===== src/rtl/instr_test_seq.sv =====
// Self-checking instruction test sequencer: issues vector-ROM instruction words to a core,
// reads back CHECK_REG via the debug port, tallies results. Option macro: TSEQ_STOP_ON_FAIL_EN.
module instr_test_seq #(
    parameter int              XLEN            = 32,
    parameter int              NUM_TESTS       = 3,
    parameter int              INSTRS_PER_TEST = 2,
    parameter logic [4:0]      CHECK_REG       = 5'd3,
    parameter logic [XLEN-1:0] NOP_INSTR       = 32'h0000_0013,
    localparam int             AW              = $clog2(NUM_TESTS * (INSTRS_PER_TEST + 1)),
    localparam int             CW              = $clog2(NUM_TESTS + 1)
) (
    input  logic            clk,
    input  logic            rst,
    input  logic            start,
    output logic [AW-1:0]   vec_addr,
    input  logic [XLEN-1:0] vec_data,
    output logic [XLEN-1:0] imem_out,
    output logic [4:0]      ra3,
    input  logic [XLEN-1:0] rd3,
    output logic            busy,
    output logic            done,
    output logic [CW-1:0]   pass_count,
    output logic [CW-1:0]   fail_count,
    output logic [CW-1:0]   first_fail,
    output logic [1:0]      dbg_state
);

    localparam int SW = $clog2(INSTRS_PER_TEST + 1);

    typedef enum logic [1:0] {
        S_IDLE  = 2'd0,
        S_ISSUE = 2'd1,
        S_CHECK = 2'd2,
        S_DONE  = 2'd3
    } state_t;

    state_t          state, state_n;
    logic [CW-1:0]   test, test_n;
    logic [SW-1:0]   slot, slot_n;
    logic [CW-1:0]   pass_n, fail_n, ff_n;
    logic [AW-1:0]   test_base;
    logic            check_ok;
    logic            last_test;
    logic            ra3_live;

    assign dbg_state = state;
    assign test_base = AW'(test) * AW'(INSTRS_PER_TEST + 1);
    assign last_test = (test == CW'(NUM_TESTS - 1));
    // The debug read address only goes live once the block has left reset.
    assign ra3       = ra3_live ? CHECK_REG : 5'd0;

    always_ff @(posedge clk) begin
        if (rst) begin
            state      <= S_IDLE;
            test       <= '0;
            slot       <= '0;
            pass_count <= '0;
            fail_count <= '0;
            first_fail <= '1;
            ra3_live   <= 1'b0;
        end else begin
            state      <= state_n;
            test       <= test_n;
            slot       <= slot_n;
            pass_count <= pass_n;
            fail_count <= fail_n;
            first_fail <= ff_n;
            ra3_live   <= 1'b1;
        end
    end

    always_comb begin
        state_n  = state;
        test_n   = test;
        slot_n   = slot;
        pass_n   = pass_count;
        fail_n   = fail_count;
        ff_n     = first_fail;
        busy     = 1'b0;
        done     = 1'b0;
        imem_out = NOP_INSTR;
        vec_addr = '0;
        check_ok = 1'b0;

        case (state)
            S_IDLE, S_DONE: begin
                done = (state == S_DONE);
                if (start) begin
                    state_n = S_ISSUE;
                    test_n  = '0;
                    slot_n  = '0;
                    pass_n  = '0;
                    fail_n  = '0;
                    ff_n    = '1;
                end
            end

            S_ISSUE: begin
                busy     = 1'b1;
                vec_addr = test_base + AW'(slot);
                imem_out = vec_data;
                if (slot == SW'(INSTRS_PER_TEST - 1)) begin
                    slot_n  = '0;
                    state_n = S_CHECK;
                end else begin
                    slot_n = slot + 1'b1;
                end
            end

            S_CHECK: begin
                busy     = 1'b1;
                vec_addr = test_base + AW'(INSTRS_PER_TEST);
                // Case equality so an unknown read-back is never mistaken for a pass.
                check_ok = (rd3 === vec_data);
                if (check_ok) begin
                    pass_n = pass_count + 1'b1;
                end else begin
                    fail_n = fail_count + 1'b1;
                    if (first_fail == '1) begin
                        ff_n = test;
                    end
                end
`ifdef TSEQ_STOP_ON_FAIL_EN
                if (last_test || !check_ok) begin
`else
                if (last_test) begin
`endif
                    state_n = S_DONE;
                end else begin
                    test_n  = test + 1'b1;
                    state_n = S_ISSUE;
                end
            end

            default: state_n = S_IDLE;
        endcase
    end

endmodule


===== config.mk =====
export PLATFORM = sky130hd
export DESIGN_NAME = instr_test_seq
export DESIGN_NICKNAME = d
export VERILOG_FILES = /design/src/rtl/instr_test_seq.sv
export SDC_FILE = /design/constraint.sdc
export NUM_CORES = 1
export LEC_CHECK = 0
export ABC_AREA = 1
export CAP_MARGIN = 20
export CORE_MARGIN = 5
export CORE_UTILIZATION = 35
export DETAILED_ROUTE_END_ITERATION = 10
export PLACE_DENSITY = 0.83
export SLEW_MARGIN = 5
export SYNTH_ARGS = -nofsm -noshare
export SYNTH_HDL_FRONTEND = slang
export SYNTH_SLANG_ARGS = --single-unit

===== constraint.sdc =====
create_clock -name clk -period 2.75 [get_ports clk]
set_clock_uncertainty 0.15 [all_clocks]
set_input_delay 0.6875 -clock clk [delete_from_list [all_inputs] [get_ports clk]]
set_output_delay 0.6875 -clock clk [all_outputs]
set_load 0.02 [all_outputs]

Word-level counts from Yosys, hierarchy flattened
Cells that the tools add are included.

operators by class
  reduce and logical (&&, ||, !) cells = 11
  $add $sub $neg = 6
  multiplexer cells = 23
  eq/ne operators = 13
  $mul = 1

operators by type and width
  kind                 count
  $eqx 32x32->1        1
  $mux 32              1
  $mux 2               12
  $pmux 2 s2           5
  $ne 2x2->1 const B   6
  $reduce_and 3->1     3
  $add 2x1->2 const B  4
  $eq 2x2->1 const B   4
  $pmux 4 s2           1
  $pmux 2 s3           1
  $add 4x2->4          1
  $add 4x2->4 const B  1
  $eq 2x1->1 const B   2
  $mul 2x2->4 const B  1
  $reduce_and 2->1     2
  $reduce_and 4->1     1
  $reduce_bool 2->1    2
  $reduce_or 2->1      2
  $mux 1               3
  $logic_not 2->1      1

word-level totals
  logic and storage cells = 61
  register bits = 13
  output and inout bits = 51
  input bits = 67

Longest topological paths before layout
Gate-level depths: netlist (run 1).

  depth after elaboration = 4
  mapped depth = 12
  gate-level depth less buffers = 12

Worst setup path after synthesis (run 1)
No wires, ideal clock.

  path type = reg-to-output
  start = register test[0]
  end = output port vec_addr[2]
  data required time = 1.913 ns
  arrival time = 1.758 ns
  slack = 0.155 ns
  stages on the path, launching flop included = 7
  buffers on the path = 0
  cells stage by stage = dfxtp_1 > inv_1 > ha_1 > fa_1 > xnor2_1 > nand2_1 > a21oi_1

between the ends
  longest elaborated chain between the ends = 3
  elaborated cells between the ends (all ways) = 4
  those cells by class = 2 x add/sub; 1 x mul; 1 x mux

ends and longest elaborated chain
  item                            line      RTL
  start: declaration              38        logic [CW-1:0] test, test_n;
  start signal: assignment        63        test <= test_n;
  $mul 2x2->4 (*)                 47        assign test_base = AW'(test) * AW'(INSTRS_PER_TEST + 1);
  $add 4x2->4 (on tied branches)  112, 100
  $pmux 4 s2 (*)                  85        case (state)
  end: declaration                15        output logic [AW-1:0] vec_addr,

Every way passes the cells marked *; elsewhere a longest branch is shown, timed or not.

Worst setup path after layout (run 1)
  start = register test[0]
  end = output port vec_addr[1]

Same word-level chain as after synthesis.

==> results.sh, run 1 <==
export IMPL_coreArea_um2=4414
export IMPL_antenna_found_initial=0
export IMPL_violations="setup timing"
export IMPL_status="finished, violations left"
export IMPL_grt_max_degree=14
export IMPL_min_path_type="flop to flop"
export IMPL_top_layer_used="met4"
export IMPL_path_max_fanout=2
export IMPL_cp_start_kind="flop"
export IMPL_powerDensity_nw_per_um2=499.8
export IMPL_drc=0
export IMPL_ios=118
export IMPL_num_rows=24
export IMPL_ant_nets=0
export IMPL_wl_met2_mm=3.173
export IMPL_ir_drop_mv=0.2370
export IMPL_syn2layout_area_growth_pct=97.28
export IMPL_pwr_share_comb=0.723
export IMPL_m1WireLength_mm=2.115
export IMPL_cp_data_required_time_ps=1910
export IMPL_route_met3_wl_um=403
export IMPL_syn_area_um2=1610
export IMPL_port_buffers=114
export IMPL_wire_per_inst_um=12.25
export IMPL_cp_end_kind="output port"
export IMPL_layout_commonest_cell="nand2_1"
export IMPL_cap_viol_max_count=0
export IMPL_grt_pass1_wl_mm=8.852
export IMPL_p_int_mw=0.8803
export IMPL_dieHeight_um=77.83
export IMPL_synth_seq_cells=13
export IMPL_fin_tns_setup_ps=-4.635
export IMPL_drive_above_1_share=0.1489
export IMPL_p_clk_frac=0.106
export IMPL_report_final_slew_viol_count=0
export IMPL_gp_congestion=0.8535
export IMPL_max_freq_mhz=363.0
export IMPL_ctsHoldBuffers=0
export IMPL_ys_types=29
export IMPL_num_antenna_cells=0
export IMPL_worst_slack_ps=-4.635
export IMPL_min_period_ps=2755
export IMPL_clock_sinks=13
export IMPL_finalSetupViolCount=1
export IMPL_cts_root_buf="clkbuf_8"
export IMPL_start_util=0.3648
export IMPL_cts_made_buffers=3
export IMPL_drt_initial_drc_count=95
export IMPL_via_per_inst=4.556
export IMPL_yosysWarningCount=0
export IMPL_rsz0062_at_grt="true"
export IMPL_grt_usage=0.1729
export IMPL_clk_pin_slew_ps=60
export IMPL_wl_mm=5.817
export IMPL_vias=2164
export IMPL_htreeDepth=1
export IMPL_fin_nets=502
export IMPL_critical_path_class="flop to output port"
export IMPL_grt_pass1_vias=2090
export IMPL_clk_latency_ps=240
export IMPL_swShare=0.4456
export IMPL_finalHoldViolations=0
export IMPL_power_frac_seq=0.171
export IMPL_layout_common_cells="101 x nand2_1, 78 x clkdlybuf4s50_1, 57 x inv_1"
export IMPL_yosysSeqAreaShare=0.1616
export IMPL_pre_cts_ws_ps=-239.6
export IMPL_leakage_nw=2.044
export IMPL_first_pass_iters=4
export IMPL_hpwl_mm=4.776
export IMPL_grt_overflow=0
export IMPL_critPathArrivalTime_ps=1920
export IMPL_p_switching_mw=0.7075
export IMPL_die_area_um2=6058
export IMPL_postSynthCellCount=278
export IMPL_die_w_um=77.83
export IMPL_period_share=1.002
export IMPL_postSynthAreaPerCell_um2=5.792
export IMPL_cts_tree="done"
export IMPL_clock_path_buffers=2
-- synth_stat cells (all sizes together) --
| cell type | count | area share |
|---|---|---|
| nand4 | 2 | 0.0078 |
| nor2 | 18 | 0.047 |
| clkinv | 1 | 0.0023 |
| nand2 | 102 | 0.24 |
| dfxtp | 13 | 0.16 |
| buf | 9 | 0.033 |
| inv | 60 | 0.14 |
| xnor2 | 24 | 0.13 |
| nor4 | 2 | 0.0078 |
| a2bb2oi | 1 | 0.0054 |
| a21oi | 11 | 0.041 |
| clkbuf | 1 | 0.0023 |
| a211oi | 3 | 0.017 |
| o21ai | 3 | 0.0093 |
| o21bai | 1 | 0.0047 |
| or2 | 2 | 0.0078 |
| a31oi | 1 | 0.0039 |
| nand3 | 12 | 0.044 |
| ha | 10 | 0.078 |
| conb | 1 | 0.0023 |
| fa | 1 | 0.012 |
-- layout make-up --
cell class | count | area, um2
clock buffers | 4 | 45.04
fillers | 374 | 1237
flip-flops and latches | 13 | 264.0
multi-input cells | 196 | 1109
inverters | 61 | 229.0
well taps | 52 | 65.06
repair buffers | 149 | 1465
-- path summary, 6_finish.rpt --
kind                               startpoint             to  slack (ps)  cells past startpoint
worst min register to register  fail_count[1]  fail_count[1]         340                      2
worst max register to register   dbg_state[0]        test[0]         740                      7
worst min-delay path            fail_count[1]  fail_count[1]         340                      2
worst max-delay path                  test[0]    vec_addr[1]          -5                      7
-- metal layers --
layer	GRT usage	up-vias
li1	-	1108
met1	0.1771	967
met2	0.3389	79
met3	0.04630	10
met4	0.04467	0
met5	0	-
-- metrics by stage --
stage / cells / hold slack, ps / util / power, mW / instance area (um2)
floorplan: 280 / 292.8 / - / 0.8630 / 1618
global placement: 469 / 323.3 / 0.6828 / 1.368 / 3014
detailed placement: 469 / 332.3 / 0.6828 / 1.397 / 3014
CTS: 473 / 342.0 / 0.6936 / 1.577 / 3062
global route: 475 / 375.8 / 0.7197 / 1.714 / 3177
finish: 475 / 343.6 / 0.7197 / 1.588 / 3177
-- worst max-delay path, stage by stage (launching register included) --
cell	delay (ps)
dfxtp_2	340
inv_2	50
ha_4	210
buf_4	130
fa_2	520
a2bb2oi_1	190
nor2_1	60
buf_2	170
-- power groups by stage --
stage / combinational [mW] / sequential, mW / clock (mW)
floorplan: 0.566 / 0.297 / 0
global placement: 1.11 / 0.263 / 0
detailed placement: 1.13 / 0.267 / 0
CTS: 1.14 / 0.266 / 0.171
global route: 1.26 / 0.277 / 0.179
finish: 1.15 / 0.271 / 0.169
-- flip-flops by register name, summed over array words and instances (netlist names) --
register	flops
dbg_state	2
fail_count	2
first_fail	2
pass_count	2
ra3_live	1
slot	2
test	2
-- cells by family after synthesis --
family / synth area share
buffers and inverters: 0.1779
DFF: 0.1616
xor gates and xnor gates: 0.1305
and+or+nand+nor: 0.3559
other: 0.002329
adders and majority gates: 0.09013
AOI/OAI and AO/OA: 0.08159
-- repair_timing --
item | in CTS | in global routing
endpoints found under the setup margin | 29 | 33
cloned | 0 | 0
buffers inserted | 0 | 2
resized for setup | 16 | 41
pin swaps | 0 | 5
(Power assumes the default switching activity.)
==> inputs of run 2 (changes only) <==
Settings changed: SKIP_CTS_REPAIR_TIMING set to 1.
==> run 2 against run 1 <==
The run still ends with setup timing left. Fmax decreased by 0.21%. Non-clock buffer count decreased by 2. Global-route usage decreased by 0.19 points. Critical endpoint is now vec_addr[3]. Largest cell class unchanged.
==> results.sh, run 2 (same netlist as run 1, synthesis figures left out) <==
export IMPL_critPathArrivalTime_ps=1920
export IMPL_min_path_type="flop to flop"
export IMPL_layoutNonFillerInstCount=473
export IMPL_via_per_inst=4.493
export IMPL_gp_congestion=0.8535
export IMPL_num_rows=24
export IMPL_hold_path_depth=2
export IMPL_reg2regPathDepth=7
export IMPL_ant_nets=0
export IMPL_path_max_fanout=3
export IMPL_port_buffers=114
export IMPL_grt_max_degree=14
export IMPL_ios=118
export IMPL_min_period_ps=2760
export IMPL_rsz0062_at_grt="true"
export IMPL_report_final_slew_viol_count=0
export IMPL_layout_common_cells="101 x nand2_1, 79 x clkdlybuf4s50_1, 57 x inv_1"
export IMPL_r2r_slack_ps=750
export IMPL_numPlacedInstances=469
export IMPL_leakage_nw=2.051
export IMPL_htreeDepth=1
export IMPL_fin_nets=500
export IMPL_cp_start_kind="flop"
export IMPL_clk_latency_ps=240
export IMPL_wl_mm=5.689
export IMPL_cp_end_kind="output port"
export IMPL_cap_viol_max_count=0
export IMPL_antenna_found_initial=0
export IMPL_drive_above_1_share=0.1330
export IMPL_clock_sinks=13
export IMPL_cp_slowest_cell="dfxtp_2"
export IMPL_num_antenna_cells=0
export IMPL_cts_tree="done"
export IMPL_die_area_um2=6058
export IMPL_first_pass_iters=4
export IMPL_worst_slack_ps=-10.49
export IMPL_hp_start="fail_count[1]"
export IMPL_ir_drop_mv=0.2363
export IMPL_cp_slowest_stage_delay_ps=340
export IMPL_cts_made_buffers=3
export IMPL_start_util=0.3648
export IMPL_reg2reg_from="dbg_state[0]"
export IMPL_grt_overflow=0
export IMPL_fill_cells=385
export IMPL_cp_data_required_time_ps=1910
export IMPL_hpwl_mm=4.776
export IMPL_hold_slack_ps=338.9
export IMPL_finalSetupViolCount=1
export IMPL_r2r_end="test[0]"
export IMPL_grt_pass1_wl_mm=8.749
export IMPL_fin_tns_setup_ps=-10.49
export IMPL_vias=2125
export IMPL_critical_path_class="flop to output port"
export IMPL_clk_pin_slew_ps=60
export IMPL_hold_end="fail_count[1]"
export IMPL_wire_per_inst_um=12.03
export IMPL_post_route_util=0.7123
export IMPL_die_w_um=77.83
export IMPL_drc=0
export IMPL_powerDensity_nw_per_um2=496.6
export IMPL_finalHoldViolations=0
export IMPL_crit_path_frequent_cell="nand3_1"
export IMPL_layout_commonest_cell="nand2_1"
export IMPL_syn2layout_area_growth_pct=95.26
export IMPL_max_freq_mhz=362.3
export IMPL_violations="setup timing"
export IMPL_status="finished, violations left"
export IMPL_worstPathCellList="inv_2, ha_4, inv_1, ha_1, nand3_1, nand2_1, or2_2, nand3_1, a21oi_1, buf_2"
export IMPL_drt_initial_drc_count=74
export IMPL_grt_usage=0.1710
export IMPL_period_share=1.004
export IMPL_coreArea_um2=4414
export IMPL_cts_root_buf="clkbuf_8"
export IMPL_dieHeight_um=77.83
export IMPL_pre_cts_ws_ps=-239.6
export IMPL_clock_path_buffers=2
export IMPL_grt_pass1_vias=2055
-- run 2: layout make-up --
type                       count  area, um2  area share
clock buffer                   4      45.04     0.01433
inverter                      61      229.0     0.07282
multi-input combinational    196       1086      0.3454
sequential                    13      262.8     0.08357
tap                           52      65.06     0.02069
timing repair buffer         147       1456      0.4632
-- run 2: metal layers --
layer	vias to the layer above	part of all wire	track usage
met5	-	0	0
met4	0	0.021	0.03952
met3	10	0.064	0.04051
met2	68	0.55	0.3356
met1	944	0.36	0.1799
li1	1103	-	-
-- run 2: how the worst max path moves through the flow --
stage | cells past startpoint | slack (ps) | startpoint | to
floorplan | 6 | 150 | test[0] | vec_addr[2]
global placement | 10 | -170 | test[0] | vec_addr[3]
detailed placement | 10 | -240 | test[0] | vec_addr[3]
CTS | 10 | -520 | test[0] | vec_addr[3]
global route | 10 | -130 | test[0] | vec_addr[3]
finish | 10 | -10 | test[0] | vec_addr[3]
-- run 2: power breakdown --
| group | internal (mW) | switching, mW |
|---|---|---|
| Combinational | 0.533 | 0.591 |
| Clock | 0.102 | 0.0659 |
| Sequential | 0.232 | 0.0369 |
| Total | 0.867 | 0.694 |
-- run 2: worst max-delay path, delay by kind of cell, from the launching register on --
| family | cells | cell delay (ps) |
|---|---|---|
| AOI/OAI and AO/OA | 1 | 50 |
| and+or+nand+nor | 4 | 480 |
| adders and majority gates | 2 | 530 |
| DFF | 1 | 340 |
| buffers and inverters | 3 | 280 |
-- run 2: metrics by stage --
step	power, mW	area [um2]
floorplan	0.8630	1618
global placement	1.368	3014
detailed placement	1.397	3014
CTS	1.571	3059
global route	1.683	3144
finish	1.562	3144
